<file path="config.mk">
export PLATFORM = sky130hd
export DESIGN_NAME = comp_seq
export DESIGN_NICKNAME = d
export VERILOG_FILES = /design/src/rtl/comp_seq.sv
export SDC_FILE = /design/constraint.sdc
export NUM_CORES = 1
export LEC_CHECK = 0
export ABC_AREA = 1
export BUFFER_PORTS_ARGS = -buffer_cell sky130_fd_sc_hd__buf_2
export CAP_MARGIN = 20
export CORE_UTILIZATION = 55
export DETAILED_ROUTE_END_ITERATION = 10
export PLACE_DENSITY = 0.89
export SLEW_MARGIN = 20
export SYNTH_ARGS = -nofsm -noshare
export SYNTH_HDL_FRONTEND = slang
export SYNTH_SLANG_ARGS = --single-unit
</file>
<file path="constraint.sdc">
create_clock -name clk -period 3.14 [get_ports clk]
set_clock_uncertainty 0.2 [all_clocks]
set_input_delay 0.785 -clock clk [delete_from_list [all_inputs] [get_ports clk]]
set_output_delay 0.785 -clock clk [all_outputs]
set_load 0.05 [all_outputs]
</file>
<file path="src/rtl/comp_seq.sv">
// comp_seq: sequential MSB-first digit-serial magnitude comparator with
// start/busy/done handshake and registered lt/gr/eq flags.
module comp_seq #(
   parameter int WIDTH = 16,
   parameter int DIGIT = 4
) (
   input  logic             clk,
   input  logic             rst_n,
   input  logic             start,
   input  logic             signed_mode,
   input  logic [WIDTH-1:0] a,
   input  logic [WIDTH-1:0] b,
   output logic             busy,
   output logic             done,
   output logic             lt,
   output logic             gr,
   output logic             eq
);
   localparam int ND = WIDTH / DIGIT;
   localparam int CW = $clog2(ND + 1);
   typedef enum logic {IDLE, SCAN} state_t;
   state_t           r_state;
   logic [WIDTH-1:0] r_a, r_b;
   logic [CW-1:0]    r_cnt;
   logic             r_sm, r_dec, r_lt, r_gr;
   logic [DIGIT-1:0] w_da, w_db;
   logic             w_flip, w_dec, w_lt, w_gr;
   // Signed compare flips the sign bits of the leading digit (offset binary)
   always_comb begin
      w_flip = r_sm && (r_cnt == CW'(ND));
      w_da = r_a[WIDTH-1 -: DIGIT];
      w_db = r_b[WIDTH-1 -: DIGIT];
      w_da[DIGIT-1] = r_a[WIDTH-1] ^ w_flip;
      w_db[DIGIT-1] = r_b[WIDTH-1] ^ w_flip;
      w_dec = r_dec || (w_da != w_db);
      w_lt = r_dec ? r_lt : (w_da < w_db);
      w_gr = r_dec ? r_gr : (w_da > w_db);
   end
   always_ff @(posedge clk or negedge rst_n) begin
      if (!rst_n) begin
         r_state <= IDLE;
         r_a <= '0;
         r_b <= '0;
         r_cnt <= '0;
         r_sm <= 1'b0;
         r_dec <= 1'b0;
         r_lt <= 1'b0;
         r_gr <= 1'b0;
         busy <= 1'b0;
         done <= 1'b0;
         lt <= 1'b0;
         gr <= 1'b0;
         eq <= 1'b0;
      end else begin
         done <= 1'b0;
         if (r_state == IDLE) begin
            if (start) begin
               r_a <= a;
               r_b <= b;
               r_sm <= signed_mode;
               r_cnt <= CW'(ND);
               r_dec <= 1'b0;
               r_lt <= 1'b0;
               r_gr <= 1'b0;
               busy <= 1'b1;
               r_state <= SCAN;
            end
         end else begin
            r_a <= r_a << DIGIT;
            r_b <= r_b << DIGIT;
            r_cnt <= r_cnt - CW'(1);
            r_dec <= w_dec;
            r_lt <= w_lt;
            r_gr <= w_gr;
            if (r_cnt == CW'(1)) begin
               lt <= w_lt;
               gr <= w_gr;
               eq <= !w_dec;
               done <= 1'b1;
               busy <= 1'b0;
               r_state <= IDLE;
            end
         end
      end
   end
endmodule

</file>
# Word level (Yosys, flattened, before mapping)
# Cells that the tools add are included.
[word_totals]
output_inout_bits = 5
ram_bits = 0
latch_bits = 0
memories = 0
in_bits = 36
romBits = 0
register_bits = 45
elab_cells = 50
[classes]
add_sub_neg = 1
mux = 20
n_bitwise = 3
n_shift = 0
div_mod_pow = 0
eq_ne = 4
reduce_logical = 7
multipliers = 0
order_cmp = 2
[op_table]
columns = ["operator", "count"]
rows = [
  ["$mux W16", 4],
  ["$mux W1", 14],
  ["$mux W3", 2],
  ["$reduce_and A2 Y1", 3],
  ["$gt A4 B4 Y1", 1],
  ["$lt A4 B4 Y1", 1],
  ["$ne A4 B4 Y1", 1],
  ["$eq A3 B1 Y1 const B", 1],
  ["$eq A3 B3 Y1 const B", 1],
  ["$sub A3 B1 Y3 const B", 1],
  ["$ne A2 B1 Y1 const B", 1],
  ["$reduce_bool A2 Y1", 1],
  ["$xor A1 B1 Y1", 2],
  ["$logic_and A1 B1 Y1", 1],
  ["$logic_not A1 Y1", 1],
  ["$logic_or A1 B1 Y1", 1],
  ["$not A1 Y1", 1],
]

# Depth between registers and ports, before layout
# Gate-level depths: netlist (run 1).
[logic_depth]
word_depth = 6
depth_mapped = 11
mapped_depth_nobuf = 11

# Worst setup path after synthesis (run 1)
# Ideal clock, no wire load.
[synth_path]
kind = "flip-flop to output port"
start = "register busy"
end = "output port busy"
t_arrival_ps = 600
slack_ps = 1555
t_required_ps = 2155
stages_incl_launch_ff = 1
n_path_buf = 0
cell_sequence = "dfrtp_1"
[synth_rtl]
columns = ["item", "line_no", "rtl"]
rows = [
  ["start: declaration", "13", "output logic busy,"],
  ["start signal: assignment", "49", "busy <= 1'b0;"],
  ["start signal: assignment", "65", "busy <= 1'b1;"],
  ["start signal: assignment", "80", "busy <= 1'b0;"],
]
# No word-level cell between the ends.

# Final worst setup path (run 1)
[layout_path]
start = "register eq"
end = "output port eq"
[layout_rtl]
columns = ["item", "line_no", "rtl"]
rows = [
  ["start: declaration", "17", "output logic eq"],
  ["start signal: assignment", "78", "eq <= !w_dec;"],
]
# No word-level cell between the ends.

==> flow_summary.json, run 1 <==
{
  "status": "completed",
  "core_area_um2": 3660,
  "grt_start_max_net_pins": 46,
  "drc": 0,
  "final_hold_viol_count": 0,
  "clock-sinks": 45,
  "critPathRequiredTime_ns": 2.15,
  "yosysWarningCount": 0,
  "synth_area_per_cell_um2": 9.36,
  "synth_top_family_by_area": "simple AND/OR/NAND/NOR gates",
  "dpl.hpwl_um": 2690,
  "start_kind": "register",
  "reg_top3": "r_a x16, r_b x16, r_cnt x3",
  "drtIter0Drc": 59,
  "crit_buf_inv": 1,
  "layoutNonFillerInstCount": 312,
  "min_path_type": "reg2reg",
  "yosys_register_bits": 45,
  "slowest_stage": "dfrtp_1",
  "synthTopCellsByArea": "dfrtp_1 54%, nand2_1 16%, ha_1 3.6%, inv_1 3.4%, o211ai_2 3.0%",
  "power_density_nw_per_um2": 903,
  "totalWireLength_um": 3810,
  "placedCellCount": 304,
  "synthSimpleGateAreaFrac_pct": 22.3,
  "max_cap_violations": 0,
  "worst_pin_slew_ns": 0.957,
  "wl_met2_um": 1850,
  "die_area_um2": 4050,
  "dr.pass1.iters": 5,
  "num-fill-cells": 321,
  "syn2layout_area_growth_pct": 15.0,
  "rsz0062_at_grt": "false",
  "final_area_um2": 2400,
  "vias": 1578,
  "syn_area_um2": 2090,
  "slew_violations": 0,
  "clkLatencyLatePin_ns": 0.31,
  "grt_antenna_before_repair": 0,
  "power.leakage_nw": 1.26,
  "max_freq_mhz": 523,
  "placed_area_um2": 2280,
  "gr-total-overflow": 0,
  "gp_congestion": 0.794,
  "drive_gt1_share_pct": 25.4,
  "met1_length_um": 1680,
  "path_cells": "buf_2",
  "clkTransAtPathRegs_ns": 0.08,
  "cts_made_buffers": 5,
  "post-route-period-util_pct": 60.9,
  "top_layer": "met4",
  "critical_path.max_stage_delay_ns": 0.36,
  "die_w_um": 63.6,
  "cts.repair.resized": 0,
  "die_h_um": 63.6,
  "io_pins": 41,
  "synthMuxAreaShare_pct": 0,
  "grt_pass1_wl_um": 6570,
  "ir_worst_vdd_mv": 0.492,
  "slew_headroom_pct": 36.2,
  "synth_top_cell_area_share_pct": 53.9,
  "place_ws_ns": 1.22,
  "synth_fa_ha_area_share_pct": 3.59,
  "portBuffers": 40,
  "postSynthCellCount": 223,
  "crit_type": "reg2out",
  "crit_fanout": 2,
  "synthDistinctLibCells": 30,
  "antennaDiodeCount": 0,
  "fin_ws_ns": 1.23,
  "hold_buffers": 0,
  "wl_met3_um": 172,
  "ys_seq_area_share_pct": 53.9,
  "period_minus_slack_ns": 1.91,
  "track_usage_pct": 22.0,
  "worstPathArrival_ns": 0.93,
  "crit_family": "flip-flops",
  "final_antenna_net_count": 0,
  "final_nets": 305,
  "clockBufferDepth": 2,
  "tns_ns": 0,
  "row_count": 22,
  "post_drt_wl_per_cell_um": 12.2,
  "cts_setup_buffers": 0,
  "yosysTopAreaCell": "dfrtp_1",
  "clockRootBuffer": "clkbuf_8",
  "start_util_pct": 57.0,
  "synth_nets": 265,
  "setup_violations": 0,
  "p_total_mw": 2.17,
  "h-tree-depth": 2,
  "cts_tree": "done",
  "grt_pass1_vias": 1552,
  "crit_path_end_kind": "output port",
  "avgViaCountPerCell": 5.06,
  "synth-xor-area-share_pct": 0,
  "synth-compound-area-share_pct": 11.9
}
[worst register-to-register path: cells and delay by family, from the launching register on]
kind	cells	cell delay [ns]
adders and majority gates	2	0.39
and+or+nand+nor	8	0.53
buffers and inverters	1	0.06
DFF	1	0.41
[power breakdown]
group	switching, mW	internal (mW)
registers	0.113	0.774
logic	0.527	0.296
clock network	0.201	0.259
total	0.841	1.33
[worst paths after layout]
kind	from	end	slack, ns	cells past startpoint
worst max register to register	r_cnt[0]	r_gr	1.45	11
worst min register to register	busy	busy	0.28	2
min in group asynchronous	rst_n	done	0.43	1
worst max-delay path	eq	eq	1.23	1
worst min-delay path	busy	busy	0.28	2
max in group asynchronous	rst_n	r_a[2]	1.73	1
[metrics by stage]
step / util (%) / hold slack [ns]
2_1_floorplan: - / 0.242
3_3_place_gp: 62.3 / 0.252
5_1_grt: 65.6 / 0.295
4_1_cts: 65.6 / 0.286
6_report: 65.6 / 0.280
3_5_place_dp: 62.3 / 0.264
[synthesized netlist by cell type]
| cell | count |
|---|---|
| inv_1 | 19 |
| o221ai_1 | 3 |
| buf_4 | 2 |
| and2_2 | 1 |
| a22o_1 | 1 |
| nor2_4 | 1 |
| o211ai_1 | 4 |
| buf_6 | 5 |
| nand3_4 | 1 |
| o21ai_1 | 4 |
| nand2_2 | 1 |
| o21ai_0 | 1 |
| nand3_1 | 11 |
| inv_4 | 1 |
| o221ai_2 | 1 |
| and3_1 | 1 |
| nand2_1 | 90 |
| nor2_1 | 2 |
| ha_1 | 6 |
| o22ai_1 | 1 |
| clkinv_2 | 1 |
| or2_2 | 1 |
| o211ai_2 | 5 |
| buf_2 | 2 |
| a22oi_1 | 7 |
| dfrtp_1 | 45 |
| a21oi_1 | 2 |
| nand2_4 | 1 |
| inv_2 | 2 |
| o22ai_2 | 1 |
[cell usage in the layout (no fill, tap or decap), drive strengths merged]
cell type	count
bufinv	1
o221ai	4
a22o	1
nand3	12
clkinvlp	1
nand2	92
a22oi	7
o211ai	9
a21oi	2
and3	1
dfrtp	45
clkinv	1
inv	22
clkbuf	6
nor2	3
and2	1
ha	6
or2	1
buf	42
o22ai	2
o21ai	5
[per-layer routing]
| layer | track usage, % | vias to the layer above |
|---|---|---|
| li1 | - | 798 |
| met1 | 25.3 | 729 |
| met2 | 37.1 | 43 |
| met4 | 14.8 | 0 |
| met5 | 0 | - |
| met3 | 3.99 | 8 |
[layout make-up]
cell class                 count  area [µm²]  share of cell area (%)
clock buffer                   6        82.6                    3.44
timing repair buffer          42         215                    8.96
multi-input combinational    146         791                    32.9
clock inverter                 2        37.5                    1.56
tap                           48        60.1                    2.50
sequential                    45        1130                    46.9
inverter                      23        90.1                    3.75
[cells by family after synthesis]
family	Yosys count
compound gates	30
fa+ha+maj	6
buf+inv	32
flops	45
simple gates	110
Note: power is estimated with default switching activity, not from simulation.
==> run 2: changes to the inputs <==
Settings changed: CORE_UTILIZATION 55 to 54, PLACE_DENSITY 0.89 to 0.87.
Clock period 3.14 ns to 1.84 ns, I/O delays scaled along.
==> run 2 against run 1 <==
Against the previous run: die area rose by 1.8%; utilization rose by 0.053 points; register-to-register slack got worse by 1.3 ns; sequential power rose by 70%; clock-buffer cell count did not move; power rose by 66%; critical path type is now reg2reg; cell area rose by 0.83%; final cell count rose by 1.6%; first-iteration DRC count rose by 1.7%.
==> flow_summary.json, run 2 (synthesized netlist as in run 1, its figures left out) <==
{
  "crit_top_cell": "nand2_1",
  "met1_length_um": 1720,
  "fin_ws_ns": 0.148,
  "drive_gt1_share_pct": 26.0,
  "crit_path_end_kind": "register",
  "post_drt_wl_per_cell_um": 12.3,
  "gr-total-overflow": 0,
  "final_hold_viol_count": 0,
  "row_count": 22,
  "final_common_cell": "nand2_1",
  "grt_antenna_before_repair": 0,
  "core_area_um2": 3690,
  "cts_made_buffers": 5,
  "crit_fanout": 4,
  "wl_met3_um": 188,
  "die_area_um2": 4120,
  "path_cells": "inv_1 -> ha_1 -> ha_1 -> nand2_1 -> nand2_1 -> nand3_1 -> nand3_1 -> nand2_1 -> nand2_1 -> nand2_1 -> nand2_1",
  "clkTransAtPathRegs_ns": 0.08,
  "h-tree-depth": 2,
  "top_layer": "met4",
  "min_path_type": "in2reg",
  "reg2reg_to": "r_gr",
  "clockBufferDepth": 2,
  "rrSetupSlack_ns": 0.15,
  "drtIter0Drc": 60,
  "io_pins": 41,
  "totalWireLength_um": 3900,
  "final_antenna_net_count": 0,
  "crit_buf_inv": 1,
  "grt_start_max_net_pins": 46,
  "fin_util_pct": 65.7,
  "antennaDiodeCount": 0,
  "worstReg2RegStart": "r_cnt[0]",
  "grt_pass1_vias": 1658,
  "drc": 0,
  "dpl.hpwl_um": 2700,
  "die_h_um": 64.2,
  "rsz0062_at_grt": "false",
  "slowest_stage": "dfrtp_1",
  "final_cell_mix": "90 x nand2_1, 45 x dfrtp_1, 40 x buf_2",
  "placed_area_um2": 2320,
  "num-fill-cells": 323,
  "reg_top3": "r_a x16, r_b x16, r_cnt x3",
  "die_w_um": 64.2,
  "crit_family": "simple AND/OR/NAND/NOR gates",
  "min_to": "r_b[1]",
  "power.leakage_nw": 1.27,
  "holdPathStages": 3,
  "layoutNonFillerInstCount": 317,
  "start_util_pct": 56.6,
  "syn2layout_area_growth_pct": 16.0,
  "cts_tree": "done",
  "wl_met2_um": 1920,
  "vias": 1593,
  "slew_headroom_pct": 78.5,
  "hp-start": "b[1]",
  "final_area_um2": 2420,
  "worst_pin_slew_ns": 0.323,
  "place_ws_ns": 0.203,
  "crit_type": "reg2reg",
  "portBuffers": 40,
  "status": "completed",
  "gp_congestion": 0.793,
  "track_usage_pct": 22.5,
  "grt_pass1_wl_um": 7020,
  "slew_violations": 0,
  "setup_violations": 0,
  "clock-sinks": 45,
  "placedCellCount": 307,
  "ir_worst_vdd_mv": 1.06,
  "clkLatencyLatePin_ns": 0.31,
  "critPathRequiredTime_ns": 1.83,
  "max_freq_mhz": 591,
  "period_minus_slack_ns": 1.69,
  "max_cap_violations": 0,
  "start_kind": "register",
  "tns_ns": 0,
  "avgViaCountPerCell": 5.03,
  "power_density_nw_per_um2": 1490,
  "worstPathArrival_ns": 1.69,
  "post-route-period-util_pct": 92.0,
  "reg2reg_depth": 11,
  "clockRootBuffer": "clkbuf_8",
  "final_nets": 310,
  "dr.pass1.iters": 4,
  "critical_path.max_stage_delay_ns": 0.40
}
[run 2: changes by cell type in the layout (fill, tap and decap cells not counted)]
cell           change
buf_4              +3
clkbuf_1           +1
dlygate4sd3_1      +1
buf_12             +1
clkinvlp_4         +1
clkbuf_8           -1
bufinv_16          -1
[run 2: repair_timing]
| item | CTS | global route |
|---|---|---|
| buffers inserted | 0 | 1 |
| gates resized for setup | 0 | 0 |
| hold buffers | 1 | 0 |
| hold endpoints to repair | 45 | 0 |
| setup endpoints to repair | 0 | 1 |
[run 2: routing by layer]
metal	global-route usage, %	vias to the layer above
li1	-	810
met1	25.4	735
met5	0	-
met2	39.6	39
met3	5.71	9
met4	10.6	0
[run 2: area by class of cell]
cell class | instances | area [µm²] | area share (%)
Clock buffer | 6 | 72.6 | 3.00
Tap cell | 48 | 60.1 | 2.48
Inverter | 23 | 90.1 | 3.72
Sequential cell | 45 | 1130 | 46.5
Multi-Input combinational cell | 146 | 791 | 32.6
Timing Repair Buffer | 47 | 268 | 11.1
Clock inverter | 2 | 15.0 | 0.620
[run 2: report_power, final]
part	internal [mW]	leakage [nW]	switching (mW)
Sequential	1.32	0.592	0.187
Combinational	0.551	0.640	0.945
Clock	0.267	0.0374	0.339
Total	2.14	1.27	1.47
[run 2: worst max-delay path by stage]
| stage | start | depth (start not counted) | slack, ns | endpoint |
|---|---|---|---|---|
| finish | r_cnt[0] | 11 | 0.15 | r_gr |
| global route | r_cnt[0] | 11 | 0.0002 | r_gr |
| CTS | r_cnt[0] | 11 | 0.16 | r_gr |
| detailed placement | r_cnt[0] | 11 | 0.20 | r_gr |
| global placement | r_cnt[0] | 11 | 0.29 | r_gr |
| floorplan | r_cnt[0] | 11 | 0.33 | gr |
[run 2: worst min-delay path: stages]
cell     delay [ns]
buf_2          0.07
nand2_1        0.04
nand2_1        0.04
[run 2: stage by stage]
stage          hold slack (ns)  power [mW]
6_report                 0.146        3.61
5_1_grt                  0.137        3.90
4_1_cts                  0.143        3.63
3_5_place_dp             0.257        3.01
3_3_place_gp             0.255        2.92
2_1_floorplan          -0.0356        2.67
==> run 3: changes to the inputs <==
Settings changed: REMOVE_ABC_BUFFERS set to 1, SLEW_MARGIN 20 to 0.
==> run 3 against run 2 <==
Against the previous run: die area is the same; combinational power shrank 5%; utilization shrank 0.31 points; worst setup slack gained 0.063 ns; first-iteration DRC count grew 38%.
==> flow_summary.json, run 3 (synthesized netlist as in run 1, its figures left out) <==
{
  "layoutNonFillerInstCount": 316,
  "crit_path_end_kind": "register",
  "dpl.hpwl_um": 2570,
  "power.leakage_nw": 1.27,
  "track_usage_pct": 20.9,
  "cts_tree": "done",
  "worst_pin_slew_ns": 0.440,
  "max_freq_mhz": 614,
  "sequential_cell_area_um2": 1130,
  "vias": 1598,
  "reg_top3": "r_a x16, r_b x16, r_cnt x3",
  "fin_util_pct": 65.4,
  "clockBufferDepth": 2,
  "die_h_um": 64.2,
  "post-route-period-util_pct": 88.5,
  "worstPathArrival_ns": 1.62,
  "grt_start_max_net_pins": 46,
  "final_common_cell": "nand2_1",
  "antennaDiodeCount": 0,
  "avgViaCountPerCell": 5.06,
  "grt_pass1_wl_um": 6440,
  "start_util_pct": 56.6,
  "final_nets": 309,
  "clkTransAtPathRegs_ns": 0.08,
  "clockRootBuffer": "clkbuf_8",
  "max_cap_violations": 0,
  "crit_fanout": 4,
  "placed_area_um2": 2320,
  "dr.pass1.iters": 4,
  "gr-total-overflow": 0,
  "start_kind": "register",
  "multi_input_area_um2": 791,
  "h-tree-depth": 2,
  "post_drt_wl_per_cell_um": 11.5,
  "row_count": 22,
  "place_ws_ns": 0.232,
  "min_path_type": "in2reg",
  "core_area_um2": 3690,
  "ir_worst_vdd_mv": 0.770,
  "power_density_nw_per_um2": 1460,
  "setup_violations": 0,
  "crit_type": "reg2reg",
  "fin_ws_ns": 0.211,
  "critPathRequiredTime_ns": 1.83,
  "period_minus_slack_ns": 1.63,
  "totalWireLength_um": 3650,
  "cts_made_buffers": 5,
  "grt_pass1_vias": 1512,
  "die_area_um2": 4120,
  "io_pins": 41,
  "portBuffers": 40,
  "drc": 0,
  "final_cell_mix": "90 x nand2_1, 45 x dfrtp_1, 40 x buf_2",
  "status": "completed",
  "clkLatencyLatePin_ns": 0.30,
  "cts_setup_buffers": 0,
  "drive_gt1_share_pct": 25.4,
  "final_area_um2": 2410,
  "num-fill-cells": 329,
  "final_hold_viol_count": 0,
  "rsz0062_at_grt": "false",
  "placedCellCount": 307,
  "clock-sinks": 45,
  "drtIter0Drc": 83,
  "slew_violations": 0,
  "final_antenna_net_count": 0,
  "grt_antenna_before_repair": 0,
  "gp_congestion": 0.799,
  "tns_ns": 0,
  "syn2layout_area_growth_pct": 15.5,
  "die_w_um": 64.2,
  "slew_headroom_pct": 70.6
}
[run 3: what timing repair did]
item | 4_1_cts | 5_1_grt
endpoints found under the hold margin | 45 | 0
hold buffers | 1 | 0
gates resized for setup | 0 | 0
[run 3: power by group]
part,switching (mW),internal (mW)
Clock,0.315,0.269
Combinational,0.888,0.531
Sequential,0.204,1.32
Total,1.41,2.12
[run 3: worst paths after layout]
kind                            startpoint  endpoint  slack, ns  cells after the start
worst max-delay path              r_cnt[0]      r_gr       0.21                     11
worst min-delay path                  b[0]    r_b[0]       0.15                      3
worst max register to register    r_cnt[0]      r_gr       0.21                     11
worst min register to register        busy      busy       0.28                      2
max in group asynchronous            rst_n    r_a[0]       0.78                      3
min in group asynchronous            rst_n      busy       0.47                      3
[run 3: area by class of cell]
cell class                      instances  share of cell area (%)
Inverter                               23                    3.74
Tap cell                               48                    2.49
Sequential cell                        45                    46.7
Multi-Input combinational cell        146                    32.8
Clock buffer                            7                    3.17
Clock inverter                          1                   0.311
Timing Repair Buffer                   46                    10.8
[run 3: metal layers]
layer	part of all wire, %	vias up	global-route usage [%]
li1	-	811	-
met1	45	744	24.6
met2	48	39	35.9
met3	4.6	4	5.36
met4	2.1	0	9.17
met5	0	-	0
[run 3: stage by stage]
stage / power, mW / hold WS [ns]
global route: 3.81 / 0.152
finish: 3.53 / 0.152
global placement: 2.91 / 0.255
detailed placement: 2.97 / 0.255
floorplan: 2.57 / -0.0356
CTS: 3.57 / 0.146
[run 3: worst max-delay path, cell delays in order (launching register included)]
cell and delay, ns:
dfrtp_1 0.39, inv_1 0.05, ha_1 0.19, ha_1 0.19, nand2_1 0.06, nand2_1 0.04, nand3_1 0.06, nand3_1 0.10
nand2_1 0.08, nand2_1 0.06, nand2_1 0.06, nand2_1 0.05
